**src/rtl/acc_trace_pkg.sv**
```systemverilog
// Shared definitions for the acc/mr trace transmitter.
//   state_t       : UART framing FSM states
//   SYNC_BYTE     : marker byte sent ahead of each record when TRACE_SYNC_EN is defined
//   REC_W         : record width, {mr, acc}
//   BYTES_PER_REC : bytes per serialised record (5 with TRACE_SYNC_EN, else 4)
//   rec_byte()    : selects the idx-th byte of a record in transmit order
// Build option: TRACE_SYNC_EN.
package acc_trace_pkg;

  typedef enum logic [1:0] {
    IDLE  = 2'd0,
    START = 2'd1,
    DATA  = 2'd2,
    STOP  = 2'd3
  } state_t;

  localparam logic [7:0] SYNC_BYTE = 8'hA5;
  localparam int         REC_W     = 32;

`ifdef TRACE_SYNC_EN
  localparam int BYTES_PER_REC = 5;
`else
  localparam int BYTES_PER_REC = 4;
`endif

  // The sync byte sits above the record; with 4 bytes per record the
  // indexing simply never reaches it. Order: [sync,] mr hi, mr lo, acc hi, acc lo.
  function automatic logic [7:0] rec_byte(input logic [REC_W-1:0] rec,
                                          input logic [2:0]       idx);
    logic [REC_W+7:0] frame;
    logic [5:0]       lsb;
    frame = {SYNC_BYTE, rec};
    lsb   = 6'(8 * (BYTES_PER_REC - 1 - int'(idx)));
    return frame[lsb +: 8];
  endfunction

endpackage

```
**src/rtl/trace_fifo.sv**
```systemverilog
// Synchronous record FIFO with full/empty flags.
//   clk, rst    : clock, asynchronous active-low reset
//   push, din   : write request and data (ignored when full unless popping)
//   pop, dout   : read request (ignored when empty) and head-of-queue data
//   full, empty : occupancy flags
// A simultaneous push and pop on a full FIFO is accepted: the pop frees the slot.
module trace_fifo #(
  parameter int WIDTH = 32,
  parameter int DEPTH = 4
) (
  input  logic             clk,
  input  logic             rst,
  input  logic             push,
  input  logic [WIDTH-1:0] din,
  input  logic             pop,
  output logic [WIDTH-1:0] dout,
  output logic             full,
  output logic             empty
);

  localparam int           AW      = $clog2(DEPTH);
  localparam logic [AW:0]  PTR_ONE = (AW+1)'(1);

  logic [WIDTH-1:0] mem [DEPTH];
  logic [AW:0]      wr_ptr, rd_ptr;
  logic             do_push, do_pop;

  // Extra pointer MSB distinguishes full from empty when the indices match.
  assign empty   = (wr_ptr == rd_ptr);
  assign full    = (wr_ptr[AW] != rd_ptr[AW]) && (wr_ptr[AW-1:0] == rd_ptr[AW-1:0]);
  assign do_pop  = pop && !empty;
  assign do_push = push && (!full || do_pop);
  assign dout    = mem[rd_ptr[AW-1:0]];

  // NOTE: state is updated with non-blocking assignments so every register
  // samples pre-edge values, independent of block ordering.
  always_ff @(posedge clk or negedge rst) begin
    if (!rst) begin
      wr_ptr <= '0;
      rd_ptr <= '0;
    end else begin
      if (do_push) wr_ptr <= wr_ptr + PTR_ONE;
      if (do_pop)  rd_ptr <= rd_ptr + PTR_ONE;
    end
  end

  // NOTE: storage is deliberately not reset; the pointers alone define which
  // entries are valid, and a reset-free array maps onto plain RAM/flops.
  always_ff @(posedge clk) begin
    if (do_push) mem[wr_ptr[AW-1:0]] <= din;
  end

endmodule

```
**src/rtl/acc_trace_tx.sv**
```systemverilog
// Trace transmitter: records every change of the CPU acc/mr outputs and
// sends each record as 8N1 UART bytes, LSB first.
//   clk      : system clock, rising edge
//   rst      : asynchronous active-low reset
//   acc_in   : CPU accumulator value
//   mr_in    : CPU MR value
//   tx       : UART serial output, idle high (registered)
//   busy     : frame in flight or records queued (registered)
//   overflow : sticky, a record was dropped on a full FIFO (registered)
// Build option: TRACE_SYNC_EN prefixes every record with SYNC_BYTE.
module acc_trace_tx
  import acc_trace_pkg::*;
#(
  parameter int CLKS_PER_BIT = 16,
  parameter int FIFO_DEPTH   = 4
) (
  input  logic        clk,
  input  logic        rst,
  input  logic [15:0] acc_in,
  input  logic [15:0] mr_in,
  output logic        tx,
  output logic        busy,
  output logic        overflow
);

  localparam int            CW        = $clog2(CLKS_PER_BIT);
  localparam logic [CW-1:0] BAUD_LAST = CW'(CLKS_PER_BIT - 1);
  localparam logic [CW-1:0] BAUD_ONE  = CW'(1);
  localparam logic [2:0]    LAST_BYTE = 3'(BYTES_PER_REC - 1);

  state_t           state, state_next;
  logic [CW-1:0]    baud_cnt, baud_next;
  logic [2:0]       bit_idx, bit_next;
  logic [2:0]       byte_idx, byte_next;
  logic [REC_W-1:0] rec, rec_next;
  logic             tx_next, busy_next;

  logic [15:0]      last_acc, last_mr;
  logic             change, pop;
  logic [REC_W-1:0] fifo_dout;
  logic             fifo_full, fifo_empty;
  logic [7:0]       cur_byte;
  logic             bit_end;

  // ---------------- change detector ----------------
  // last_* reset to 0, so a first nonzero input after reset is a change.
  assign change = (acc_in != last_acc) || (mr_in != last_mr);
  assign pop    = (state == IDLE) && !fifo_empty;

  always_ff @(posedge clk or negedge rst) begin
    if (!rst) begin
      last_acc <= '0;
      last_mr  <= '0;
      overflow <= 1'b0;
    end else begin
      last_acc <= acc_in;
      last_mr  <= mr_in;
      if (change && fifo_full && !pop) overflow <= 1'b1;
    end
  end

  trace_fifo #(
    .WIDTH (REC_W),
    .DEPTH (FIFO_DEPTH)
  ) u_fifo (
    .clk   (clk),
    .rst   (rst),
    .push  (change),
    .din   ({mr_in, acc_in}),
    .pop   (pop),
    .dout  (fifo_dout),
    .full  (fifo_full),
    .empty (fifo_empty)
  );

  // ---------------- UART framing FSM ----------------
  assign cur_byte = rec_byte(rec, byte_idx);
  assign bit_end  = (baud_cnt == BAUD_LAST);

  // NOTE: every signal written here gets a default first, so no path leaves
  // it unassigned and no latch is inferred.
  always_comb begin
    state_next = state;
    baud_next  = baud_cnt;
    bit_next   = bit_idx;
    byte_next  = byte_idx;
    rec_next   = rec;
    tx_next    = 1'b1;
    busy_next  = (state != IDLE) || !fifo_empty;

    // tx follows the current state one cycle later, so the start bit of a
    // record popped at edge N+1 appears from edge N+2.
    case (state)
      IDLE:  tx_next = 1'b1;
      START: tx_next = 1'b0;
      DATA:  tx_next = cur_byte[bit_idx];
      STOP:  tx_next = 1'b1;
      default: tx_next = 1'b1;
    endcase

    case (state)
      IDLE: begin
        if (!fifo_empty) begin
          state_next = START;
          rec_next   = fifo_dout;
          byte_next  = '0;
          baud_next  = '0;
        end
      end
      START: begin
        if (bit_end) begin
          state_next = DATA;
          baud_next  = '0;
          bit_next   = '0;
        end else begin
          baud_next = baud_cnt + BAUD_ONE;
        end
      end
      DATA: begin
        if (bit_end) begin
          baud_next = '0;
          if (bit_idx == 3'd7) state_next = STOP;
          else                 bit_next   = bit_idx + 3'd1;
        end else begin
          baud_next = baud_cnt + BAUD_ONE;
        end
      end
      STOP: begin
        if (bit_end) begin
          baud_next = '0;
          if (byte_idx == LAST_BYTE) begin
            state_next = IDLE;
          end else begin
            state_next = START;
            byte_next  = byte_idx + 3'd1;
          end
        end else begin
          baud_next = baud_cnt + BAUD_ONE;
        end
      end
      default: state_next = IDLE;
    endcase
  end

  always_ff @(posedge clk or negedge rst) begin
    if (!rst) begin
      state    <= IDLE;
      baud_cnt <= '0;
      bit_idx  <= '0;
      byte_idx <= '0;
      rec      <= '0;
      tx       <= 1'b1;
      busy     <= 1'b0;
    end else begin
      state    <= state_next;
      baud_cnt <= baud_next;
      bit_idx  <= bit_next;
      byte_idx <= byte_next;
      rec      <= rec_next;
      tx       <= tx_next;
      busy     <= busy_next;
    end
  end

endmodule

```
**config.mk**
```make
export PLATFORM = sky130hd
export DESIGN_NAME = acc_trace_tx
export DESIGN_NICKNAME = d
export VERILOG_FILES = /design/src/rtl/acc_trace_pkg.sv /design/src/rtl/trace_fifo.sv /design/src/rtl/acc_trace_tx.sv
export SDC_FILE = /design/constraint.sdc
export NUM_CORES = 1
export LEC_CHECK = 0
export BUFFER_PORTS_ARGS = -buffer_cell sky130_fd_sc_hd__buf_2
export CORE_MARGIN = 10
export CORE_UTILIZATION = 61
export CTS_BUF_LIST = sky130_fd_sc_hd__clkbuf_4 sky130_fd_sc_hd__clkbuf_8 sky130_fd_sc_hd__clkbuf_16
export DETAILED_ROUTE_END_ITERATION = 10
export GPL_ROUTABILITY_DRIVEN = 0
export GPL_TIMING_DRIVEN = 1
export MAX_ROUTING_LAYER = met4
export PLACE_DENSITY = 0.86
export SYNTH_ARGS = -nofsm -noshare
export SYNTH_HDL_FRONTEND = slang
export SYNTH_SLANG_ARGS = --single-unit
```
**constraint.sdc**
```tcl
create_clock -name clk -period 5.6 [get_ports clk]
set_input_delay 0.56 -clock clk [delete_from_list [all_inputs] [get_ports clk]]
set_output_delay 0.56 -clock clk [all_outputs]
set_load 0.03 [all_outputs]
```
==> results by group <==
Routing
  – Routed via count: 4268
  – Vias per cell: 6.09
  – Final wirelength: 16800 um
  – Remaining DRCs: 0
  – DRT Pass-1 Iters: 4
  – Post-route ant nets: 0
  – Initial DRC count: 391
  – WL/cell: 24.0 um

CTS
  – Hold-fix buffers, CTS: 0
  – Sink Count: 213
  – CTS buffer count: 22
  – Post-cts resize count: 0
  – CTS Buffer Depth: 3
  – Postcts setup bufs: 0
  – Clock-pin slew on the worst setup and hold paths: 0.07 ns
  – CTS H-Tree Depth: 1
  – Skew-Pair Late Insertion Delay: 0.50 ns
  – Root buffer cell: clkbuf_16
  – CTS tree: done

Setup path
  – Critical path launch point: u_fifo.rd_ptr[0]$_DFFE_PN0P_
  – Crit-path slowest cell: and2_1
  – Cells along the critical path: buf_4 -> xnor2_2 -> nand2_1 -> nor3_2 -> a31oi_2 -> and2_1 -> buf_4
  – Worst setup EP type: flop
  – R2R Setup Slk: 2.55 ns
  – Worst-path maximum fanout: 35
  – Worst path arrival time: 3.22 ns
  – Most common cell on crit path: buf_4
  – R2r endpoint: u_fifo.mem[1][5]$_DFFE_PP_
  – R2R cell count: 7
  – FF-to-FF Start: u_fifo.rd_ptr[0]$_DFFE_PN0P_
  – Data required, critical path: 5.77 ns
  – CP Launch Type: flop
  – CP peak stage delay: 0.64 ns
  – WS Path Type: reg -> reg
  – Worst setup endpoint: u_fifo.mem[1][5]$_DFFE_PP_

Layout
  – Design area: 0.00961 mm^2
  – Final net count: 553
  – Storage element area: 0.00597 mm^2
  – Layout cells sized above 1: 30.7%
  – Area of the multi-input gates: 0.00243 mm^2
  – Diode count: 0
  – Area growth, synth to finish: 12.9%
  – # fillers: 869

Yosys
  – Synthesized cell area: 0.00851 mm^2
  – Ys flop type: edfxtp_1
  – Async SR Flop Fraction: 39.9%
  – Warnings, synthesis: 0
  – Mapped Avg Cell Area: 18.7 um^2
  – Mapped Cells: 455
  – Netlist cell types: 53
  – Yosys reg bits: 213
  – Leading post-synthesis cells by cell area: edfxtp_1 (45%), dfrtp_1 (25%), mux4_2 (9.3%)
  – Synth Net Count: 503
  – Most numerous cell in the Yosys netlist: edfxtp_1
  – EDFF count, synth: 128
  – Most instantiated cells after synthesis: edfxtp_1 (128), dfrtp_1 (84), xnor2_1 (37), mux4_2 (35), mux2_2 (33)
  – Synth area leader: edfxtp_1
  – Synth top area share: 45.1%
  – Seq/Total Area, Yosys: 70.1%

Global route
  – Global-route wire length before repair: 26500 um
  – Grt ovf: 0
  – Initial antenna violation count: 0
  – Largest net degree at the start of global routing: 50
  – Gr usage total: 17.8%
  – Number of global-route vias before repair: 4638

Die
  – Core ar.: 0.0138 mm^2
  – Die Span X: 138 um
  – Initial Util: 61.8%
  – Die ar.: 0.0191 mm^2
  – Ports: 37
  – Chip Height: 138 um
  – Rows: 43

STA
  – Setup violations, final: 0
  – Tmin final: 3.05 ns
  – Fmax: 0.328 GHz
  – Worst hold slack: 0.0236 ns
  – Tcrit/Tclk final: 54.4%
  – Setup TNS: 0 ns
  – Skew final: 0.0135 ns
  – Final Hold Fails: 0
  – RSZ-0062 raised after global routing: no
  – Actual slew at the worst max-slew pin: 0.811 ns
  – Slew headroom: 45.8%
  – Final Max Slew Viols: 0
  – Final worst slack: 2.55 ns

Power and ir drop
  – Pwr dens: 520 mW/mm^2
  – Largest vdd supply drop: 0.000395 V
  – Pleak: 3.52 nW

Placement
  – Post-DP HPWL: 10400 um
  – Placement Setup Slack: 2.59 ns
  – PortBufs: 36
  – Post-DP Area: 0.00889 mm^2

Outcome
  – Status: complete, no violations

Worst hold path
  – Hold WC Path Type: in -> async

Job
  – Max-Cap Viols: 0
-- how the worst min path moves through the flow --
stage / endpoint / start
final: baud_cnt[2]$_DFFE_PN0P_ / rst
after global routing: busy$_DFF_PN0_ / rst
after CTS: rec[8]$_DFFE_PN0N_ / rst
after detailed placement: rec[18]$_DFFE_PN0N_ / rec[18]$_DFFE_PN0N_
after global placement: u_fifo.wr_ptr[2]$_DFFE_PN0P_ / u_fifo.wr_ptr[2]$_DFFE_PN0P_
after floorplan: baud_cnt[0]$_DFFE_PN0P_ / rst
-- kinds of logic (layout without fill, tap and decap cells) --
kind of cell    Yosys count  count (layout)  synth area share (%)
xor+xnor                 40              40                  4.29
compound gates           30              30                  2.65
simple gates             57              57                  3.95
flops                   213             213                  70.1
mux                      78              78                  15.4
buf+inv                  23              89                  1.47
fa+ha+maj                14              14                  2.06
-- state kept, by name, summed over array words and instances (netlist names), 4 cells and up --
name / flops
u_fifo.mem: 128
rec: 32
last_acc: 16
last_mr: 16
baud_cnt: 4
-- cell type report --
cell class	count	share of cell area, %
clock buffer	24	6.06
clock inverter	16	1.46
inverter	6	0.234
multi-input combinational	219	25.3
sequential	213	62.1
tap	180	2.34
timing repair buffer	43	2.45
-- power by group --
part | total, mW | switching [mW] | internal (mW)
registers | 2.20 | 0.165 | 2.04
logic | 1.34 | 0.678 | 0.665
clock network | 1.45 | 0.599 | 0.850
total | 5.00 | 1.44 | 3.55
-- per-layer routing --
metal | track usage, % | up-vias | wire length (um)
met1 | 22.8 | 2229 | 6870
li1 | - | 1860 | -
met3 | 3.56 | 22 | 1140
met5 | - | - | 0
met2 | 28.6 | 157 | 8520
met4 | 4.99 | 0 | 293
-- per-stage QoR --
| step | power [mW] | std cells | utilization [%] |
|---|---|---|---|
| 2_1_floorplan | 3.19 | 455 | - |
| 3_3_place_gp | 3.47 | 661 | 64.6 |
| 3_5_place_dp | 3.55 | 661 | 64.6 |
| 4_1_cts | 5.03 | 701 | 69.8 |
| 5_1_grt | 5.21 | 701 | 69.8 |
| 6_report | 5.00 | 701 | 69.8 |
-- cell usage in the layout (no fill, tap or decap), drive strengths merged, types with 2 or more instances in the layout --
cell / instances
o21ai: 7
mux2i: 5
and3: 2
and3b: 2
buf: 43
inv: 8
mux4: 38
nor3: 4
a211oi: 2
bufinv: 2
nand2: 12
mux2: 35
and2: 3
nor2b: 5
o22ai: 3
xnor2: 39
nor2: 6
ha: 14
nand4: 9
nand3: 8
clkinv: 11
edfxtp: 128
a22o: 5
a31oi: 2
dfrtp: 84
clkbuf: 24
-- critical path: cells and delay by family (launching register included) --
kind / cells / cell delay, ns
compound gates: 1 / 0.34
xor+xnor: 1 / 0.18
buf+inv: 2 / 0.98
simple gates: 3 / 0.85
flops: 1 / 0.34
Note: power is estimated with default switching activity, not from simulation.
